**src/rtl/regfile_wr_sched_pkg.sv**
```systemverilog
// Shared definitions for the register-file write scheduler: FSM encodings,
// default widths and register count.
package regfile_wr_sched_pkg;

  typedef enum logic {
    ST_IDLE  = 1'b0,
    ST_CLEAR = 1'b1
  } wr_state_e;

  localparam int unsigned DEFAULT_NUM_REQ = 3;
  localparam int unsigned DEFAULT_DATA_W  = 32;
  localparam int unsigned DEFAULT_ADDR_W  = 5;
  localparam int unsigned REG_COUNT       = 2 ** DEFAULT_ADDR_W;

  function automatic int unsigned reg_count(input int unsigned addr_w);
    return 32'd1 << addr_w;
  endfunction

endpackage

```
**src/rtl/regfile_wr_sched_rr_arbiter.sv**
```systemverilog
// NUM_REQ-way round-robin arbiter: the search starts at ptr_i and wraps, and the
// first valid source found gets a one-hot grant.
module regfile_wr_sched_rr_arbiter #(
  parameter int unsigned NUM_REQ = 3,
  parameter int unsigned IDX_W   = 2
) (
  input  logic [NUM_REQ-1:0] valid_i,
  input  logic [IDX_W-1:0]   ptr_i,
  output logic [NUM_REQ-1:0] grant_o,
  output logic [IDX_W-1:0]   idx_o,
  output logic               any_o
);

  logic [IDX_W-1:0] cand;
  logic             found;

  always_comb begin
    grant_o = '0;
    idx_o   = '0;
    cand    = '0;
    found   = 1'b0;
    for (int unsigned off = 0; off < NUM_REQ; off++) begin
      cand = IDX_W'((32'(ptr_i) + off) % NUM_REQ);
      if (!found && valid_i[cand]) begin
        grant_o[cand] = 1'b1;
        idx_o         = cand;
        found         = 1'b1;
      end
    end
    any_o = found;
  end

endmodule

```
**src/rtl/regfile_wr_sched.sv**
```systemverilog
// Write-port scheduler for the register file: round-robin writeback arbitration
// plus a zero-sweep of every register. Optional macro: REGFILE_WR_R0_DROP_EN.
module regfile_wr_sched
  import regfile_wr_sched_pkg::*;
#(
  parameter int unsigned NUM_REQ = DEFAULT_NUM_REQ,
  parameter int unsigned DATA_W  = DEFAULT_DATA_W,
  parameter int unsigned ADDR_W  = DEFAULT_ADDR_W
) (
  input  logic                       clock,
  input  logic                       reset,
  input  logic [NUM_REQ-1:0]         req_valid,
  output logic [NUM_REQ-1:0]         req_ready,
  input  logic [NUM_REQ*ADDR_W-1:0]  req_addr,
  input  logic [NUM_REQ*DATA_W-1:0]  req_data,
  input  logic                       clear_req,
  output logic                       RW,
  output logic [ADDR_W-1:0]          Dsel,
  output logic [DATA_W-1:0]          DIN,
  output logic                       busy,
  output logic [2:0]                 grant_idx
);

  localparam int unsigned IdxW     = (NUM_REQ > 1) ? $clog2(NUM_REQ) : 1;
  localparam int unsigned RegCount = reg_count(ADDR_W);
  localparam logic [ADDR_W-1:0] LastReg = ADDR_W'(RegCount - 1);

  wr_state_e         state_q, state_d;
  logic [ADDR_W-1:0] sweep_cnt_q, sweep_cnt_d;
  logic [IdxW-1:0]   rr_ptr_q, rr_ptr_d;
  logic              rw_q, rw_d;
  logic [ADDR_W-1:0] dsel_q, dsel_d;
  logic [DATA_W-1:0] din_q, din_d;
  logic [2:0]        grant_idx_q, grant_idx_d;

  logic [NUM_REQ-1:0] arb_grant;
  logic [IdxW-1:0]    arb_idx;
  logic               arb_any;
  logic [ADDR_W-1:0]  win_addr;
  logic [DATA_W-1:0]  win_data;

  regfile_wr_sched_rr_arbiter #(
    .NUM_REQ (NUM_REQ),
    .IDX_W   (IdxW)
  ) u_arb (
    .valid_i (req_valid),
    .ptr_i   (rr_ptr_q),
    .grant_o (arb_grant),
    .idx_o   (arb_idx),
    .any_o   (arb_any)
  );

  assign win_addr = req_addr[32'(arb_idx) * ADDR_W +: ADDR_W];
  assign win_data = req_data[32'(arb_idx) * DATA_W +: DATA_W];

  always_comb begin
    state_d     = state_q;
    sweep_cnt_d = sweep_cnt_q;
    rr_ptr_d    = rr_ptr_q;
    rw_d        = 1'b0;
    dsel_d      = dsel_q;
    din_d       = din_q;
    grant_idx_d = grant_idx_q;
    req_ready   = '0;
    unique case (state_q)
      ST_IDLE: begin
        if (clear_req) begin
          // The first sweep write is issued on the same edge that enters CLEAR.
          state_d     = ST_CLEAR;
          sweep_cnt_d = '0;
          rw_d        = 1'b1;
          dsel_d      = '0;
          din_d       = '0;
        end else if (arb_any) begin
          req_ready   = arb_grant;
          rr_ptr_d    = IdxW'((32'(arb_idx) + 32'd1) % NUM_REQ);
          grant_idx_d = 3'(arb_idx);
`ifdef REGFILE_WR_R0_DROP_EN
          // R0 is hard-wired zero: accept the request but suppress the write.
          if (win_addr != '0) begin
            rw_d   = 1'b1;
            dsel_d = win_addr;
            din_d  = win_data;
          end
`else
          rw_d   = 1'b1;
          dsel_d = win_addr;
          din_d  = win_data;
`endif
        end
      end
      ST_CLEAR: begin
        if (sweep_cnt_q == LastReg) begin
          state_d     = ST_IDLE;
          sweep_cnt_d = '0;
        end else begin
          sweep_cnt_d = sweep_cnt_q + 1'b1;
          rw_d        = 1'b1;
          dsel_d      = sweep_cnt_q + 1'b1;
          din_d       = '0;
        end
      end
      default: state_d = ST_IDLE;
    endcase
  end

  always_ff @(posedge clock or posedge reset) begin
    if (reset) begin
      state_q     <= ST_IDLE;
      sweep_cnt_q <= '0;
      rr_ptr_q    <= '0;
      rw_q        <= 1'b0;
      dsel_q      <= '0;
      din_q       <= '0;
      grant_idx_q <= '0;
    end else begin
      state_q     <= state_d;
      sweep_cnt_q <= sweep_cnt_d;
      rr_ptr_q    <= rr_ptr_d;
      rw_q        <= rw_d;
      dsel_q      <= dsel_d;
      din_q       <= din_d;
      grant_idx_q <= grant_idx_d;
    end
  end

  assign RW        = rw_q;
  assign Dsel      = dsel_q;
  assign DIN       = din_q;
  assign grant_idx = grant_idx_q;
  assign busy      = (state_q == ST_CLEAR);

endmodule

```
**config.mk**
```make
export PLATFORM = sky130hd
export DESIGN_NAME = regfile_wr_sched
export DESIGN_NICKNAME = d
export VERILOG_FILES = /design/src/rtl/regfile_wr_sched_pkg.sv /design/src/rtl/regfile_wr_sched_rr_arbiter.sv /design/src/rtl/regfile_wr_sched.sv
export SDC_FILE = /design/constraint.sdc
export NUM_CORES = 1
export LEC_CHECK = 0
export ABC_CLOCK_PERIOD_IN_PS = 6900
export CORE_ASPECT_RATIO = 1.75
export CORE_MARGIN = 2
export CORE_UTILIZATION = 43
export DETAILED_ROUTE_END_ITERATION = 12
export PLACE_DENSITY = 0.93
export SETUP_SLACK_MARGIN = 0.3
export SYNTH_ARGS = -nofsm -noshare
export SYNTH_HDL_FRONTEND = slang
export SYNTH_HIERARCHICAL = 1
export SYNTH_SLANG_ARGS = --single-unit
```
**constraint.sdc**
```tcl
create_clock -name clock -period 6.9 [get_ports clock]
set_clock_uncertainty 0.2 [all_clocks]
set_input_delay 1.725 -clock clock [delete_from_list [all_inputs] [get_ports clock]]
set_output_delay 1.725 -clock clock [all_outputs]
set_load 0.01 [all_outputs]
```
## After elaboration in Yosys (flattened, before gate mapping)

Index checks and enable logic that the tools add are counted.

- Flip-flop bits (word level): 48
- Input bits: 117
- Output and inout port bits: 45
- Logic and storage cells: 82

- Add/sub/neg operators: 4
- Multipliers: 1
- Divide/modulo/power cells: 4
- Order comparisons: 6
- Equality and inequality tests: 4
- Shifts and indexed selects: 2
- Mux-type cells: 41
- Bitwise gates (word level): 4
- Reduce and logical (&&, ||, !) cells: 9

Operators by type and width:

| kind | count |
|---|---|
| remainder unit 32 x 2 -> 32 bit, second input constant | 3 |
| two-way mux 32 bit | 3 |
| indexed part select 96 x 8 -> 32 bit | 1 |
| one-hot mux 32 bit (2 select lines) | 1 |
| remainder unit 2 x 2 -> 32 bit, second input constant | 1 |
| two-way mux 5 bit | 5 |
| one-hot mux 5 bit (2 select lines) | 2 |
| two-way mux 3 bit | 6 |
| indexed part select 15 x 6 -> 5 bit | 1 |
| two-way mux 1 bit | 13 |
| < comparator 2 x 3 -> 1 bit, second input constant | 3 |
| adder 2 x 1 -> 3 bit, second input constant | 2 |
| binary-select mux 1 bit (select 2 bit) | 3 |
| demux 1 bit (select 2 bit) | 3 |
| greater-or-equal comparator 2 x 1 -> 1 bit, second input constant | 3 |
| two-way mux 2 bit | 3 |
| OR 3 bit | 2 |
| adder 5 x 1 -> 5 bit, second input constant | 1 |
| equality test 5 bit, second input constant | 1 |
| logical AND 1 bit | 5 |
| multiplier 2 x 3 -> 5 bit, second input constant | 1 |
| inequality test 2 bit, second input constant | 2 |
| one-hot mux 1 bit (2 select lines) | 2 |
| adder 2 x 2 -> 3 bit, second input constant | 1 |
| 5 further kinds | 7 |

## Logic depth before layout (Yosys ltp)

Gate-level depths: netlist of run 1.

- Depth in word-level cells: 15
- Gate-level depth with buffers: 13
- Depth with buffers taken out: 11

## Modules after synthesis

The synthesis of run 1 kept the hierarchy.

By module, submodules not included:

| module | times used | cells each | area an instance (um^2) | sequential area each (um^2) |
|---|---|---|---|---|
| regfile_wr_sched | 1 | 232 | 2693.8 | 1201.2 |
| regfile_wr_sched_rr_arbiter | 1 | 53 | 347.8 | 0.0 |

## Least setup slack after synthesis of run 1

OpenSTA, ideal clock, no wires.

- Path type: input to output
- Start point: input req_valid[2]
- End point: output req_ready[0]
- Data arrival time: 2.660 ns
- Required time: 4.975 ns
- Path slack: 2.315 ns
- Stages on the path: 4
- Path buffers: 0
- Cell sequence: nor2b_1 -> nor2_1 -> o21ai_0 -> and3_1

- Word-level cells in the longest chain between the ends: 12
- Elaborated cells between the ends (all ways): 21
- Classes of those cells: mux (15); bitwise (2); reduce/logical (4)

RTL lines:

| item | RTL line | source |
|---|---|---|
| start, declared | regfile_wr_sched.sv:12 | `input logic [NUM_REQ-1:0] req_valid,` |
| binary-select mux 1 bit (select 2 bit) | regfile_wr_sched_rr_arbiter.sv:24 | `if (!found && valid_i[cand]) begin` |
| two-way mux 1 bit (not written as such) | regfile_wr_sched_rr_arbiter.sv:24 |  |
| two-way mux 1 bit | regfile_wr_sched_rr_arbiter.sv:24 |  |
| zero test 1 bit | regfile_wr_sched_rr_arbiter.sv:24 |  |
| logical AND 1 bit | regfile_wr_sched_rr_arbiter.sv:24 |  |
| two-way mux 1 bit | regfile_wr_sched_rr_arbiter.sv:24 |  |
| zero test 1 bit | regfile_wr_sched_rr_arbiter.sv:24 |  |
| logical AND 1 bit | regfile_wr_sched_rr_arbiter.sv:24 |  |
| two-way mux 1 bit * | regfile_wr_sched_rr_arbiter.sv:24 |  |
| net arb_any | regfile_wr_sched.sv:38 | `logic arb_any;` |
| two-way mux 3 bit * | regfile_wr_sched.sv:74 | `end else if (arb_any) begin` |
| two-way mux 3 bit * | regfile_wr_sched.sv:67 | `if (clear_req) begin` |
| two-way mux 3 bit * | regfile_wr_sched.sv:65 | `unique case (state_q)` |
| end, declared | regfile_wr_sched.sv:13 | `output logic [NUM_REQ-1:0] req_ready,` |

Mark *: on every way through the listed nets, which the timed path passes. The rest lies on a longest branch. The select of a mux whose other input is x is not followed.

## Final worst setup path of run 1

- Start point: input req_valid[2]
- End point: output req_ready[2]

The elaborated chain is that of the path after synthesis.

==> flow_metrics.tcl, run 1 <==
set metrics [dict create \
    status "finished clean" \
    p_total_w 0.00140 \
    whs_endpoint "grant_idx[1]" \
    internal_power_w 0.000878 \
    crit_chain "clkdlybuf4s50_1, nor2b_1, nor2_1, o21ai_0, and3_1, clkdlybuf4s50_1" \
    cp_num_buf_inv 2 \
    synth-seq-cells 48 \
    path_delay_family "buffers and inverters" \
    hp-class "reg -> reg" \
    hold_violations 0 \
    worst_slack_ps 830 \
    start_util_pct 44.4 \
    area_growth_syn_to_layout_pct 56.1 \
    ctsHtreeMaxLevel 2 \
    seq_area_frac_synth_pct 39.5 \
    r2r_end "Dsel[4]" \
    io_buffers 160 \
    power_switching_w 0.000522 \
    cts-hold-fix-buffers 0 \
    drt_iter0_drc 178 \
    synth_enable_flop_cells 0 \
    postCtsSetupBuffers 0 \
    syn-cell-area_sq_mm 0.00304 \
    mappedNetlistNets 409 \
    avgViaCountPerCell 5.50 \
    synth_cell_types 53 \
    clk_pin_slew_ps 70 \
    ctsLongestPathBuffers 2 \
    maxCapViolCount 0 \
    grt_overflow 0 \
    criticalPathCategory "in -> out" \
    fin_nets 557 \
    rows 40 \
    rr_startpoint "rr_ptr_q[0]" \
    holdPathStages 1 \
    cts_num_sinks 48 \
    synthTopCellsByArea "dfrtp_1 (39%), mux2i_1 (12%), a22oi_2 (9.0%)" \
    power_frac_comb_pct 52.1 \
    max_stage_delay_ps 650 \
    drive_gt1_share_pct 11.3 \
    gp_congestion 0.824 \
    routed_wl_mm 9.16 \
    die_h_microns 115 \
    period_minus_slack_ps 6070 \
    maxSlewViolCount 0 \
    slowest_stage "o21ai_0" \
    setup_tns_ps 0 \
    die_w_microns 67.6 \
    power.share.sequential_pct 27.0 \
    layout_commonest_cell "clkdlybuf4s50_1" \
    cts_tree "done" \
    coreArea_sq_mm 0.00686 \
    ys_async_sr_fraction_pct 100 \
    peakVddDrop_mv 0.327 \
    dieArea_sq_mm 0.00779 \
    antenna_found_initial 0 \
    crit_arrival_ps 4150 \
    clk_latency_ps 280 \
    worstMarginPinSlew_ps 1000 \
    cts-root-buf "clkbuf_16" \
    synthCells 285 \
    diodes 0 \
    endpoint_kind "output port" \
    setup_violations 0 \
    grt_start_max_net_pins 49 \
    clkPwrFrac_pct 20.8 \
    cp_max_fo 7 \
    grt_util_all_layers_pct 23.3 \
    regToRegSetupSlack_ps 3120 \
    slew_headroom_pct 33.1 \
    power.density_mw_per_mm2 295 \
    fmax_mhz 165 \
    rsz0062_at_grt "no" \
    dpl.hpwl_mm 7.06 \
    cts_resized 0 \
    ant_nets 0 \
    grt_first_pass_wirelength_mm 13.8 \
    critPathMostFrequentCell "clkdlybuf4s50_1" \
    drc_errors 0 \
    avgSynthCellArea_sq_um 10.7 \
    final_cell_mix "clkdlybuf4s50_1 (160), dfrtp_1 (48), mux2i_1 (37)" \
    num_io_pins 162 \
    first_pass_iters 4 \
    r2r_cells 11 \
    p_sw_share_pct 37.3 \
    synthFlopType "dfrtp_1" \
    wire_per_inst_microns 17.7 \
    cts_buffers 5 \
    required_ps 4970 \
    power_leakage_nw 1.92 \
    grt_pass1_vias 2944 \
    yosysTopAreaCell "dfrtp_1" \
    dr_total_vias 2851 \
    place_ws_ps 874 \
    ys_warn_count 6 \
    cp-start-kind "primary input" \
    worstHoldStart "grant_idx[1]" \
    yosys.area.top_type_share_pct 39.5 \
    finalCritPeriodShare_pct 88.0 \
]
per-layer routing:
metal	share of wire, %	vias up	GRT usage (%)	wire (microns)
met5	0	-	0	0
met4	2.2	0	8.44	199
met3	6.3	14	3.82	575
met2	57	119	45.9	5240
met1	34	1369	23.1	3140
li1	-	1349	-	-
cell families (layout without fill, tap and decap cells):
logic type	count (synthesis)	after routing	synth area share (%)
compound gates	103	103	26.2
simple gates	53	53	9.21
xor+xnor	2	2	0.576
mux	40	40	13.4
other cells	1	1	0.123
buf+inv	31	180	8.19
flops	48	48	39.5
fa+ha+maj	7	7	2.88
worst reg2reg max path, delay by kind of cell, from the launching register on:
family,cells,cell delay (ps)
muxes,1,230
adders and majority gates,1,440
buffers and inverters,3,710
and+or+nand+nor,1,60
DFF,1,450
AOI/OAI and AO/OA,5,1560
cell type report:
cell class	instances	area [sq um]
multi-input cells	206	1600
flip-flops and latches	48	1200
clock buffers	7	153
well taps	84	105
inverters	10	37.5
clock inverters	1	30.0
fillers	508	2110
repair buffers	162	1620
per-stage QoR:
stage	std cells	hold slack, ps	area [sq um]	utilization [%]
2_1_floorplan	285	270	3040	-
3_3_place_gp	510	264	4560	66.6
3_5_place_dp	510	284	4560	66.6
4_1_cts	518	295	4750	69.2
5_1_grt	518	317	4750	69.2
6_report	518	290	4750	69.2
power groups by stage:
stage               clock, W  combinational (W)  sequential (W)
floorplan                  0           0.000494        0.000384
global placement           0           0.000704        0.000378
detailed placement         0           0.000729        0.000382
CTS                 0.000298           0.000731        0.000377
global route        0.000308           0.000793        0.000384
finish              0.000292           0.000730        0.000379
state kept, by name, summed over array words and instances (netlist names):
signal / flops
rr_ptr_q: 2
DIN: 32
grant_idx: 2
busy: 1
sweep_cnt_q: 5
Dsel: 5
RW: 1
synth_stat cells, drive strengths merged (2+ instances only):
master,number
and3,5
o21ai,39
clkbuf,6
inv,10
o211ai,2
a21o,2
ha,7
nand3,4
a22oi,33
dfrtp,48
buf,15
nor3,3
nor2b,2
nor2,12
mux2,2
a21oi,10
o32ai,2
nand2b,5
nand2,18
a31oi,2
mux2i,38
o2bb2ai,4
how the worst max path moves through the flow:
stage,startpoint,endpoint,cells after the start
floorplan,req_valid[2],req_ready[0],4
global placement,req_valid[2],req_ready[1],6
detailed placement,req_valid[2],req_ready[2],6
CTS,req_valid[2],req_ready[2],6
global route,req_valid[1],req_ready[1],7
finish,req_valid[2],req_ready[2],6
Note: power is estimated with default switching activity, not from simulation.
==> inputs of run 2 (changes only) <==
SKIP_LAST_GASP = 1   (was not set)
==> results of run 2 <==
No change in the layout: final DEF, timing and power equal those of run 1.
